### src/rtl/instr_fetch_unit.sv
// Instruction fetch stage: keeps the fetch PC, issues one word read at a time to
// instruction memory and buffers responses in a prefetch FIFO presented to the decoder.
module instr_fetch_unit #(
  parameter logic [31:0] RESET_PC   = 32'h0000_0000,
  parameter int          FIFO_DEPTH = 2
) (
  input  logic        clk,
  input  logic        rst,
  output logic        imem_req,
  output logic [31:0] imem_addr,
  input  logic        imem_gnt,
  input  logic        imem_rvalid,
  input  logic [31:0] imem_rdata,
  output logic [31:0] instruction,
  output logic [31:0] instr_pc,
  output logic        instruction_RDY_BSY,
  input  logic        instr_ack,
  input  logic        redirect_valid,
  input  logic [31:0] redirect_pc
);

  localparam int PTR_W = $clog2(FIFO_DEPTH);
  localparam int CNT_W = PTR_W + 1;
  localparam logic [CNT_W-1:0] DEPTH_C = CNT_W'(FIFO_DEPTH);

  typedef enum logic [1:0] {
    FETCH_REQ,
    FETCH_WAIT,
    BUF_FULL
  } state_e;

  state_e           state_q, state_d;
  logic [31:0]      fetch_pc_q, fetch_pc_d;
  logic [31:0]      req_pc_q, req_pc_d;
  logic             discard_q, discard_d;
  logic             req_q, req_d;
  logic [CNT_W-1:0] cnt_q, cnt_d, cnt_after_pop;
  logic [PTR_W-1:0] rd_ptr_q, rd_ptr_d;
  logic [PTR_W-1:0] wr_ptr_q, wr_ptr_d;
  logic             rdy_q, rdy_d;
  logic [31:0]      instr_q, instr_d;
  logic [31:0]      ipc_q, ipc_d;

  logic [31:0]      data_mem [FIFO_DEPTH];
  logic [31:0]      pc_mem   [FIFO_DEPTH];

  logic             outstanding, outstanding_next;
  logic             granted, push, pop;

  // A response is in flight either in FETCH_WAIT or while a flushed one is still owed.
  assign outstanding      = (state_q == FETCH_WAIT) | discard_q;
  assign granted          = req_q & imem_gnt;
  assign outstanding_next = (outstanding & ~imem_rvalid) | granted;
  assign push             = imem_rvalid & outstanding & ~discard_q & ~redirect_valid;
  assign pop              = rdy_q & instr_ack & ~redirect_valid;
  assign cnt_after_pop    = cnt_q - CNT_W'(pop);

  always_comb begin
    cnt_d      = cnt_q + CNT_W'(push) - CNT_W'(pop);
    rd_ptr_d   = rd_ptr_q + PTR_W'(pop);
    wr_ptr_d   = wr_ptr_q + PTR_W'(push);
    fetch_pc_d = granted ? fetch_pc_q + 32'd4 : fetch_pc_q;
    req_pc_d   = granted ? fetch_pc_q : req_pc_q;
    discard_d  = discard_q & ~imem_rvalid;
    state_d    = state_q;

    if (redirect_valid) begin
      cnt_d      = '0;
      rd_ptr_d   = '0;
      wr_ptr_d   = '0;
      fetch_pc_d = redirect_pc & ~32'h3;
      discard_d  = outstanding_next;
      state_d    = FETCH_REQ;
    end else if (outstanding_next) begin
      state_d = discard_d ? FETCH_REQ : FETCH_WAIT;
    end else begin
      state_d = (cnt_d < DEPTH_C) ? FETCH_REQ : BUF_FULL;
    end

    // A flushed response must return before a new request goes out.
    req_d = (state_d == FETCH_REQ) & ~discard_d;

    rdy_d   = 1'b0;
    instr_d = instr_q;
    ipc_d   = ipc_q;
    if (cnt_d != '0) begin
      rdy_d = 1'b1;
      if (cnt_after_pop == '0) begin
        instr_d = imem_rdata;
        ipc_d   = req_pc_q;
      end else begin
        instr_d = data_mem[rd_ptr_d];
        ipc_d   = pc_mem[rd_ptr_d];
      end
    end
  end

  always_ff @(posedge clk or negedge rst) begin
    if (!rst) begin
      state_q    <= FETCH_REQ;
      fetch_pc_q <= RESET_PC;
      req_pc_q   <= RESET_PC;
      discard_q  <= 1'b0;
      req_q      <= 1'b0;
      cnt_q      <= '0;
      rd_ptr_q   <= '0;
      wr_ptr_q   <= '0;
      rdy_q      <= 1'b0;
      instr_q    <= '0;
      ipc_q      <= '0;
    end else begin
      state_q    <= state_d;
      fetch_pc_q <= fetch_pc_d;
      req_pc_q   <= req_pc_d;
      discard_q  <= discard_d;
      req_q      <= req_d;
      cnt_q      <= cnt_d;
      rd_ptr_q   <= rd_ptr_d;
      wr_ptr_q   <= wr_ptr_d;
      rdy_q      <= rdy_d;
      instr_q    <= instr_d;
      ipc_q      <= ipc_d;
    end
  end

  always_ff @(posedge clk) begin
    if (push) begin
      data_mem[wr_ptr_q] <= imem_rdata;
      pc_mem[wr_ptr_q]   <= req_pc_q;
    end
  end

  assign imem_req            = req_q;
  assign imem_addr           = fetch_pc_q;
  assign instruction         = instr_q;
  assign instr_pc            = ipc_q;
  assign instruction_RDY_BSY = rdy_q;

endmodule

### config.mk
export PLATFORM = sky130hd
export DESIGN_NAME = instr_fetch_unit
export DESIGN_NICKNAME = d
export VERILOG_FILES = /design/src/rtl/instr_fetch_unit.sv
export SDC_FILE = /design/constraint.sdc
export NUM_CORES = 1
export LEC_CHECK = 0
export ABC_CLOCK_PERIOD_IN_PS = 6520
export CAP_MARGIN = 30
export CELL_PAD_IN_SITES_DETAIL_PLACEMENT = 1
export CELL_PAD_IN_SITES_GLOBAL_PLACEMENT = 1
export CORE_MARGIN = 10
export CORE_UTILIZATION = 47
export DETAILED_ROUTE_END_ITERATION = 12
export GPL_TIMING_DRIVEN = 0
export PLACE_DENSITY = 0.82
export SYNTH_ARGS = -nofsm -noshare
export SYNTH_HDL_FRONTEND = slang
export SYNTH_SLANG_ARGS = --single-unit
### constraint.sdc
create_clock -name clk -period 6.52 [get_ports clk]
set_clock_uncertainty 0.15 [all_clocks]
set_input_delay 1.304 -clock clk [delete_from_list [all_inputs] [get_ports clk]]
set_output_delay 1.304 -clock clk [all_outputs]
set_load 0.1 [all_outputs]
==> qor.csv, run 1 <==
stage,metric,value,unit
outcome,outcome,finished clean,
detailed_routing,Detailed Route Iter0 Violations,463,
cts,Post-CTS Hold Fix Bufs,0,
floorplanning,core box area,22800,um2
cts,post-cts resize count,0,
yosys,Yosys top cell area share,0.340,
timing,fmax,210,MHz
timing,Max-Slew Margin vs Limit,0.303,
worst_setup_path,Crit Reg-Reg Endpoint,instruction[19]$_DFFE_PN0P_,
timing,Final Hold Viols,0,
global_route,GRT met2 Usage,0.363,
yosys,largest family of logic cells by synthesized area,compound AO/OA/AOI/OAI gates,
global_route,met1 usage,0.275,
detailed_routing,Routed WL per cell,23.6,um
cells_and_area,Final Util,0.618,
yosys,Netlist Area Pre-Place,10900,um2
cts,TritonCTS clock tree,yes,
yosys,Synth async-reset ratio,0.514,
floorplanning,IO Pins,168,
yosys,Synth Area in Simple Gates,0.0573,
cts,CTS Buf Count,27,
detailed_routing,DRC Markers,0,
worst_setup_path,CP most frequent cell,clkbuf_1,
yosys,Post-Synth XOR/XNOR Area,0.0109,
yosys,"Seq/Total Area, Yosys",0.640,
cts,htree depth,1,
global_route,gr busiest metal,met2,
pwr,power density over the cells,454,nW/um2
yosys,cell taking the most area after synthesis,edfxtp_1,
yosys,"Top FF cell, synth",dfrtp_1,
global_route,vias in the first global route,9076,
flow_run,max-cap viol count,0,
worst_setup_path,RR Startpoint,state_q[0]$_DFF_PN0_,
yosys,Seq cells post-synth,255,
worst_setup_path,worst-path maximum fanout,10,
yosys,"top cells by area, synth","edfxtp_1, dfrtp_1, a211oi_1",
worst_setup_path,CP peak stage delay,0.55,ns
pwr,Pleak,5.19,nW
worst_setup_path,Setup crit end kind,flop,
hold_path,Tightest Hold Check Type,flop to flop,
global_route,met3 Use GR,0.0423,
worst_setup_path,CP Data Arrival Time,5.06,ns
pwr,worst IR drop on VDD,279,uV
yosys,Cells after Synth,865,
yosys,mux share of post-synthesis cell area,0.0320,
worst_setup_path,Crit Path Category,input pin to flop,
cts,Clock Sinks,255,
detailed_routing,Pre-antenna DRT Iters,5,
global_route,Total GRT Usage,0.213,
worst_setup_path,cell depth of the worst flop-to-flop path,12,
cells_and_area,most frequent cells in the layout,"clkdlybuf4s50_1, dfrtp_1, a211oi_1, edfxtp_1, o21ai_0",
global_route,GRT overflow,0,
cells_and_area,"most common cell after layout, fill and taps aside",clkdlybuf4s50_1,
timing,Final Setup Violations,0,
worst_setup_path,CP cell instances,buf_4 -> clkbuf_1 -> clkbuf_1 -> nor2_1 -> nand3_1 -> ha_1 -> inv_1 -> ha_1 -> xnor3_1 -> nor2_2 -> nor2_2 -> inv_2 -> clkbuf_1 -> o21ai_0 -> o2bb2ai_1,
floorplanning,die area,29800,um2
floorplanning,die width,173,um
floorplanning,row count,55,
timing,RSZ-0062 raised after global routing,false,
detailed_routing,"wirelength, routed",33.0,mm
yosys,syn avg cell area,12.6,um2
timing,final period utilization,0.729,
detailed_routing,via/cell ratio,5.79,
cells_and_area,share of cells above drive strength 1,0.104,
cts,"Reg clk slew, reported paths",0.06,ns
yosys,Post-synth EDFFs,124,
worst_setup_path,CP Launch Type,input pin,
global_route,initial antenna violation count,1,
yosys,Synth Area in Adders,0.00572,
yosys,post-synth cell types,54,
placed_design,GPL Wtd Cong,0.818,
global_route,first-pass GRT wire length,52.2,mm
cts,"Clk Latency, worst-skew pair",0.54,ns
detailed_routing,via count,8103,
worst_setup_path,slowest CP cell,clkbuf_1,
cells_and_area,post-route cell area,14100,um2
yosys,post-synthesis compound-gate area fraction,0.194,
worst_setup_path,Worst Path Required,6.83,ns
detailed_routing,Antenna Violating Nets Remaining,0,
timing,worst slew pin tran,1.04,ns
cts,postcts setup bufs,0,
timing,final worst path period need,4.75,ns
hold_path,Hold Crit Depth,0,
timing,Slew Limit Fails,0,
cells_and_area,Area growth syn-to-layout,28.7,%
hold_path,Hold Path Sink,pc_mem[1][21]$_DFFE_PP_,
global_route,largest net degree at the start of global routing,87,
floorplanning,Die Height,173,um
floorplanning,Initial Utilization,0.480,
cts,clk buf depth,3,
worst_setup_path,R2R Setup Slk,3.12,ns
placed_design,placed cell area,13100,um2
hold_path,hold path startpoint,req_pc_q[21]$_DFFE_PN0P_,
yosys,Ys Warns,0,
cts,Root Buffer,clkbuf_16,
cells_and_area,nets,1139,
placed_design,DPL Wire Length,21.8,mm
timing,WHS,0.334,ns
placed_design,I/O Buffers,160,
-- layer usage --
layer / part of all wire / up-vias / routed length [um]
li1: - / 3673 / -
met1: 0.44 / 4201 / 14400
met2: 0.50 / 192 / 16500
met3: 0.049 / 37 / 1600
met4: 0.015 / 0 / 486
met5: 0 / - / 0
-- sequential cells by signal (all words and copies together) (netlist names) --
name and cells:
discard_q 1, wr_ptr_q 1, cnt_q 2, state_q 2, instruction_RDY_BSY 1, imem_addr 30, imem_req 1, pc_mem 60
req_pc_q 30, instr_pc 30, instruction 32, data_mem 64, rd_ptr_q 1
-- cell type report --
cell class / instances / area (um2)
clock inverter: 16 / 183
timing repair buffer: 167 / 1800
clock buffer: 34 / 732
fill: 2269 / 8700
tap: 313 / 392
inverter: 71 / 267
antenna: 1 / 2.50
sequential: 255 / 7000
multi-input combinational: 464 / 3320
buffer: 78 / 384
-- worst max-delay path by stage --
stage,startpoint,endpoint,slack [ns]
after CTS,redirect_valid,instruction[19]$_DFFE_PN0P_,1.72
after floorplan,redirect_valid,data_mem[1][0]$_DFFE_PP_,2.33
after global placement,rst,instruction[17]$_DFFE_PN0P_,-1.60
after detailed placement,redirect_valid,instruction[19]$_DFFE_PN0P_,1.23
final,redirect_valid,instruction[19]$_DFFE_PN0P_,1.77
after global routing,redirect_valid,instruction[19]$_DFFE_PN0P_,1.45
-- worst max-delay path: cells and delay by family --
kind                       cells  cell delay (ns)
buffers and inverters          6             1.95
and+or+nand+nor                4             0.60
adders and majority gates      2             0.41
AOI/OAI and AO/OA              2             0.41
xor gates and xnor gates       1             0.36
-- synthesized netlist by cell type (2+ instances only) --
cell	number
dfrtp_1	131
nand2_1	27
edfxtp_1	124
o31a_1	4
a211oi_1	124
or4_1	10
buf_6	7
nand2b_1	2
nor2_2	2
or3_1	4
buf_2	9
inv_1	70
nand4_1	9
o2bb2ai_1	62
xor2_1	11
and3_1	6
nor4_1	2
a21oi_1	2
and4_1	6
mux2_2	28
and2_1	2
clkbuf_1	53
nand3_1	13
a31oi_1	12
o21ai_0	76
nor2b_1	3
ha_1	5
buf_4	7
nor2_1	17
o21ai_1	5
o31ai_1	8
o211ai_1	2
-- per-stage QoR --
stage / power, mW / TNS, ns / worst slack (ns) / std cells
floorplan: 4.02 / 0 / 2.33 / 868
global placement: 4.68 / -207.59 / -1.60 / 1341
detailed placement: 4.80 / 0 / 1.23 / 1346
CTS: 6.38 / 0 / 1.72 / 1396
global route: 6.59 / 0 / 1.45 / 1398
finish: 6.39 / 0 / 1.77 / 1399
-- where the power goes --
part	switching, mW	internal (mW)
sequential	0.238	2.00
clock	0.634	0.951
combinational	1.90	0.672
-- cell families after synthesis --
logic type               count (synthesis)
AO/OA/AOI/OAI                          301
flip-flops                             255
buffers and inverters                  149
AND/OR/NAND/NOR                        111
multiplexers                            31
XOR/XNOR                                12
adder cells (fa/ha/maj)                  5
other                                    1
(Power assumes the default switching activity.)
==> run 2, diff against run 1 <==
==> config.mk (replaced) <==
export PLATFORM = sky130hd
export DESIGN_NAME = instr_fetch_unit
export DESIGN_NICKNAME = d
export VERILOG_FILES = /design/src/rtl/instr_fetch_unit.sv
export SDC_FILE = /design/constraint.sdc
export NUM_CORES = 1
export LEC_CHECK = 0
export ABC_CLOCK_PERIOD_IN_PS = 4800
export CAP_MARGIN = 30
export CELL_PAD_IN_SITES_DETAIL_PLACEMENT = 1
export CELL_PAD_IN_SITES_GLOBAL_PLACEMENT = 1
export CORE_MARGIN = 10
export CORE_UTILIZATION = 44
export DETAILED_ROUTE_END_ITERATION = 12
export GPL_TIMING_DRIVEN = 0
export PLACE_DENSITY = 0.77
export SYNTH_ARGS = -nofsm -noshare
export SYNTH_HDL_FRONTEND = slang
export SYNTH_SLANG_ARGS = --single-unit
==> constraint.sdc (replaced) <==
create_clock -name clk -period 4.8 [get_ports clk]
set_clock_uncertainty 0.15 [all_clocks]
set_input_delay 0.96 -clock clk [delete_from_list [all_inputs] [get_ports clk]]
set_output_delay 0.96 -clock clk [all_outputs]
set_load 0.1 [all_outputs]
==> run 2 against run 1 <==
Against the previous run: sequential share of layout area fell by 0.11 points; count of clock-buffer cells in the layout is 10 higher; hold slack worse by 0.093 ns; final cell count is 0.79% higher; non-clock buffer count up 1; via count about the same; critical path depth unchanged.
==> qor.csv, run 2 (synthesis gave the netlist of run 1 again) <==
stage,metric,value,unit,change
outcome,outcome,finished clean,,
worst_setup_path,Worst Path Required,5.10,ns,-1.73 ns
detailed_routing,via count,8106,,+0.037%
global_route,largest net degree at the start of global routing,81,,-6.9%
placed_design,GPL Wtd Cong,0.812,,-0.76%
worst_setup_path,worst-path maximum fanout,10,,unchanged
timing,final worst path period need,4.42,ns,
timing,Max-Slew Margin vs Limit,0.321,,+0.0176
cells_and_area,Biggest register,data_mem,,
global_route,first-pass GRT wire length,50.4,mm,-3.3%
cts,"Clk Latency, worst-skew pair",0.53,ns,about the same
worst_setup_path,R2R Setup Slk,1.43,ns,-1.69 ns
cts,TritonCTS clock tree,yes,,
cells_and_area,Largest register FFs,64,,unchanged
cts,CTS Buf Count,27,,unchanged
detailed_routing,"wirelength, routed",32.3,mm,-2.1%
global_route,GRT overflow,0,,unchanged
floorplanning,die area,31600,um2,+6.0%
pwr,power density over the cells,609,nW/um2,+34%
worst_setup_path,Setup crit end kind,flop,,
flow_run,max-cap viol count,0,,unchanged
floorplanning,die width,178,um,+3.0%
global_route,vias in the first global route,8866,,-2.3%
worst_setup_path,cell depth of the worst flop-to-flop path,12,,unchanged
timing,WHS,0.241,ns,-0.0930 ns
timing,fmax,226,MHz,
cts,Post-CTS Hold Fix Bufs,0,,unchanged
cells_and_area,share of cells above drive strength 1,0.103,,-0.000922
worst_setup_path,CP Launch Type,input pin,,
floorplanning,row count,57,,+3.6%
cells_and_area,most frequent cells in the layout,"clkdlybuf4s50_1, dfrtp_1, a211oi_1, edfxtp_1, o21ai_0",,
worst_setup_path,RR Startpoint,state_q[1]$_DFF_PN0_,,
hold_path,Tightest Hold Check Type,input pin to asynchronous set/reset pin,,
detailed_routing,via/cell ratio,5.75,,-0.74%
cells_and_area,"most common cell after layout, fill and taps aside",clkdlybuf4s50_1,,
global_route,Total GRT Usage,0.201,,-0.0127
cells_and_area,nets,1140,,+0.088%
pwr,worst IR drop on VDD,427,uV,+53%
worst_setup_path,Crit Path Category,input pin to flop,,
timing,worst slew pin tran,1.02,ns,-0.0264 ns
worst_setup_path,CP Data Arrival Time,4.71,ns,-0.35 ns
timing,Final Setup Violations,0,,unchanged
timing,Final Hold Viols,0,,unchanged
floorplanning,Die Height,178,um,+3.0%
cts,"Reg clk slew, reported paths",0.06,ns,about the same
worst_setup_path,Crit Reg-Reg Endpoint,instr_pc[24]$_DFFE_PN0P_,,
detailed_routing,Detailed Route Iter0 Violations,468,,+1.1%
cts,htree depth,1,,unchanged
floorplanning,Initial Utilization,0.448,,-0.0318
cts,Root Buffer,clkbuf_16,,
detailed_routing,DRC Markers,0,,unchanged
detailed_routing,Pre-antenna DRT Iters,4,,-1
pwr,Pleak,5.20,nW,+0.11%
detailed_routing,Routed WL per cell,22.9,um,-2.9%
cts,postcts setup bufs,0,,unchanged
floorplanning,IO Pins,168,,unchanged
pwr,Final Total Pwr,8.59,mW,+34%
cts,clk buf depth,3,,unchanged
placed_design,I/O Buffers,160,,unchanged
detailed_routing,Antenna Violating Nets Remaining,0,,unchanged
cts,post-cts resize count,0,,unchanged
timing,final period utilization,0.920,,
cells_and_area,Layout Cells excl Fill,1410,,+0.79%
timing,Slew Limit Fails,0,,unchanged
timing,RSZ-0062 raised after global routing,false,,
global_route,initial antenna violation count,2,,+1
placed_design,placed cells,1358,,+0.89%
placed_design,DPL Wire Length,21.5,mm,-1.2%
floorplanning,core box area,24400,um2,+7.1%
cts,Clock Sinks,255,,unchanged
cells_and_area,Area growth syn-to-layout,29.0,%,
==> run 2: cell count changes in the layout (fill, tap and decap cells not counted), sizes merged <==
| cell | change |
|---|---|
| clkinvlp | -1 |
| bufinv | -3 |
| clkbuf | +10 |
| clkinv | -7 |
| buf | +1 |
==> run 2: metal layers <==
| layer | track usage | share of wire | up-vias |
|---|---|---|---|
| li1 | - | - | 3674 |
| met1 | 0.259 | 0.43 | 4171 |
| met2 | 0.339 | 0.50 | 215 |
| met3 | 0.0378 | 0.053 | 44 |
| met4 | 0.0538 | 0.019 | 2 |
| met5 | 0 | 0.00025 | - |
==> run 2: cell type report <==
| cell class | instances | area, um2 |
|---|---|---|
| antenna | 1 | 2.50 |
| buffer | 78 | 384 |
| clock buffer | 44 | 852 |
| clock inverter | 5 | 51.3 |
| fill | 2503 | 10300 |
| inverter | 71 | 267 |
| multi-input combinational | 464 | 3320 |
| sequential | 255 | 7000 |
| tap | 324 | 405 |
| timing repair buffer | 168 | 1820 |
==> run 2: stage by stage <==
stage	setup slack (ns)	utilization	setup TNS, ns	area (um2)
floorplan	0.951	-	0	11000
detailed placement	-0.0960	0.539	-1.47	13100
finish	0.384	0.578	0	14100
global placement	-2.95	0.531	-453.15	13000
global route	0.0342	0.578	0	14100
CTS	0.318	0.576	0	14100
==> run 2: how the worst max path moves through the flow <==
stage                              start                    endpoint  cells past startpoint
after floorplan           redirect_valid    data_mem[1][0]$_DFFE_PP_                      7
after global placement               rst  instruction[3]$_DFFE_PN0P_                      1
after detailed placement  redirect_valid  instruction[5]$_DFFE_PN0P_                     15
after CTS                 redirect_valid    instr_pc[29]$_DFFE_PN0P_                     15
after global routing      redirect_valid    instr_pc[24]$_DFFE_PN0P_                     15
final                     redirect_valid    instr_pc[29]$_DFFE_PN0P_                     15
==> run 2: worst max-delay path, stage by stage <==
cell	delay, ns
buf_4	0.16
clkbuf_1	0.63
clkbuf_1	0.51
nor2_1	0.12
nand3_1	0.17
ha_1	0.25
inv_1	0.06
ha_1	0.15
xnor3_1	0.34
nor2_2	0.17
nor2_2	0.16
inv_2	0.20
clkbuf_1	0.44
o21ai_0	0.18
o2bb2ai_1	0.20
==> run 2: power breakdown <==
part	leakage (nW)	total, mW	switching [mW]	internal [mW]
Sequential	2.72	3.03	0.323	2.71
Combinational	2.03	3.44	2.55	0.893
Clock	0.447	2.11	0.849	1.26
Total	5.20	8.59	3.72	4.87
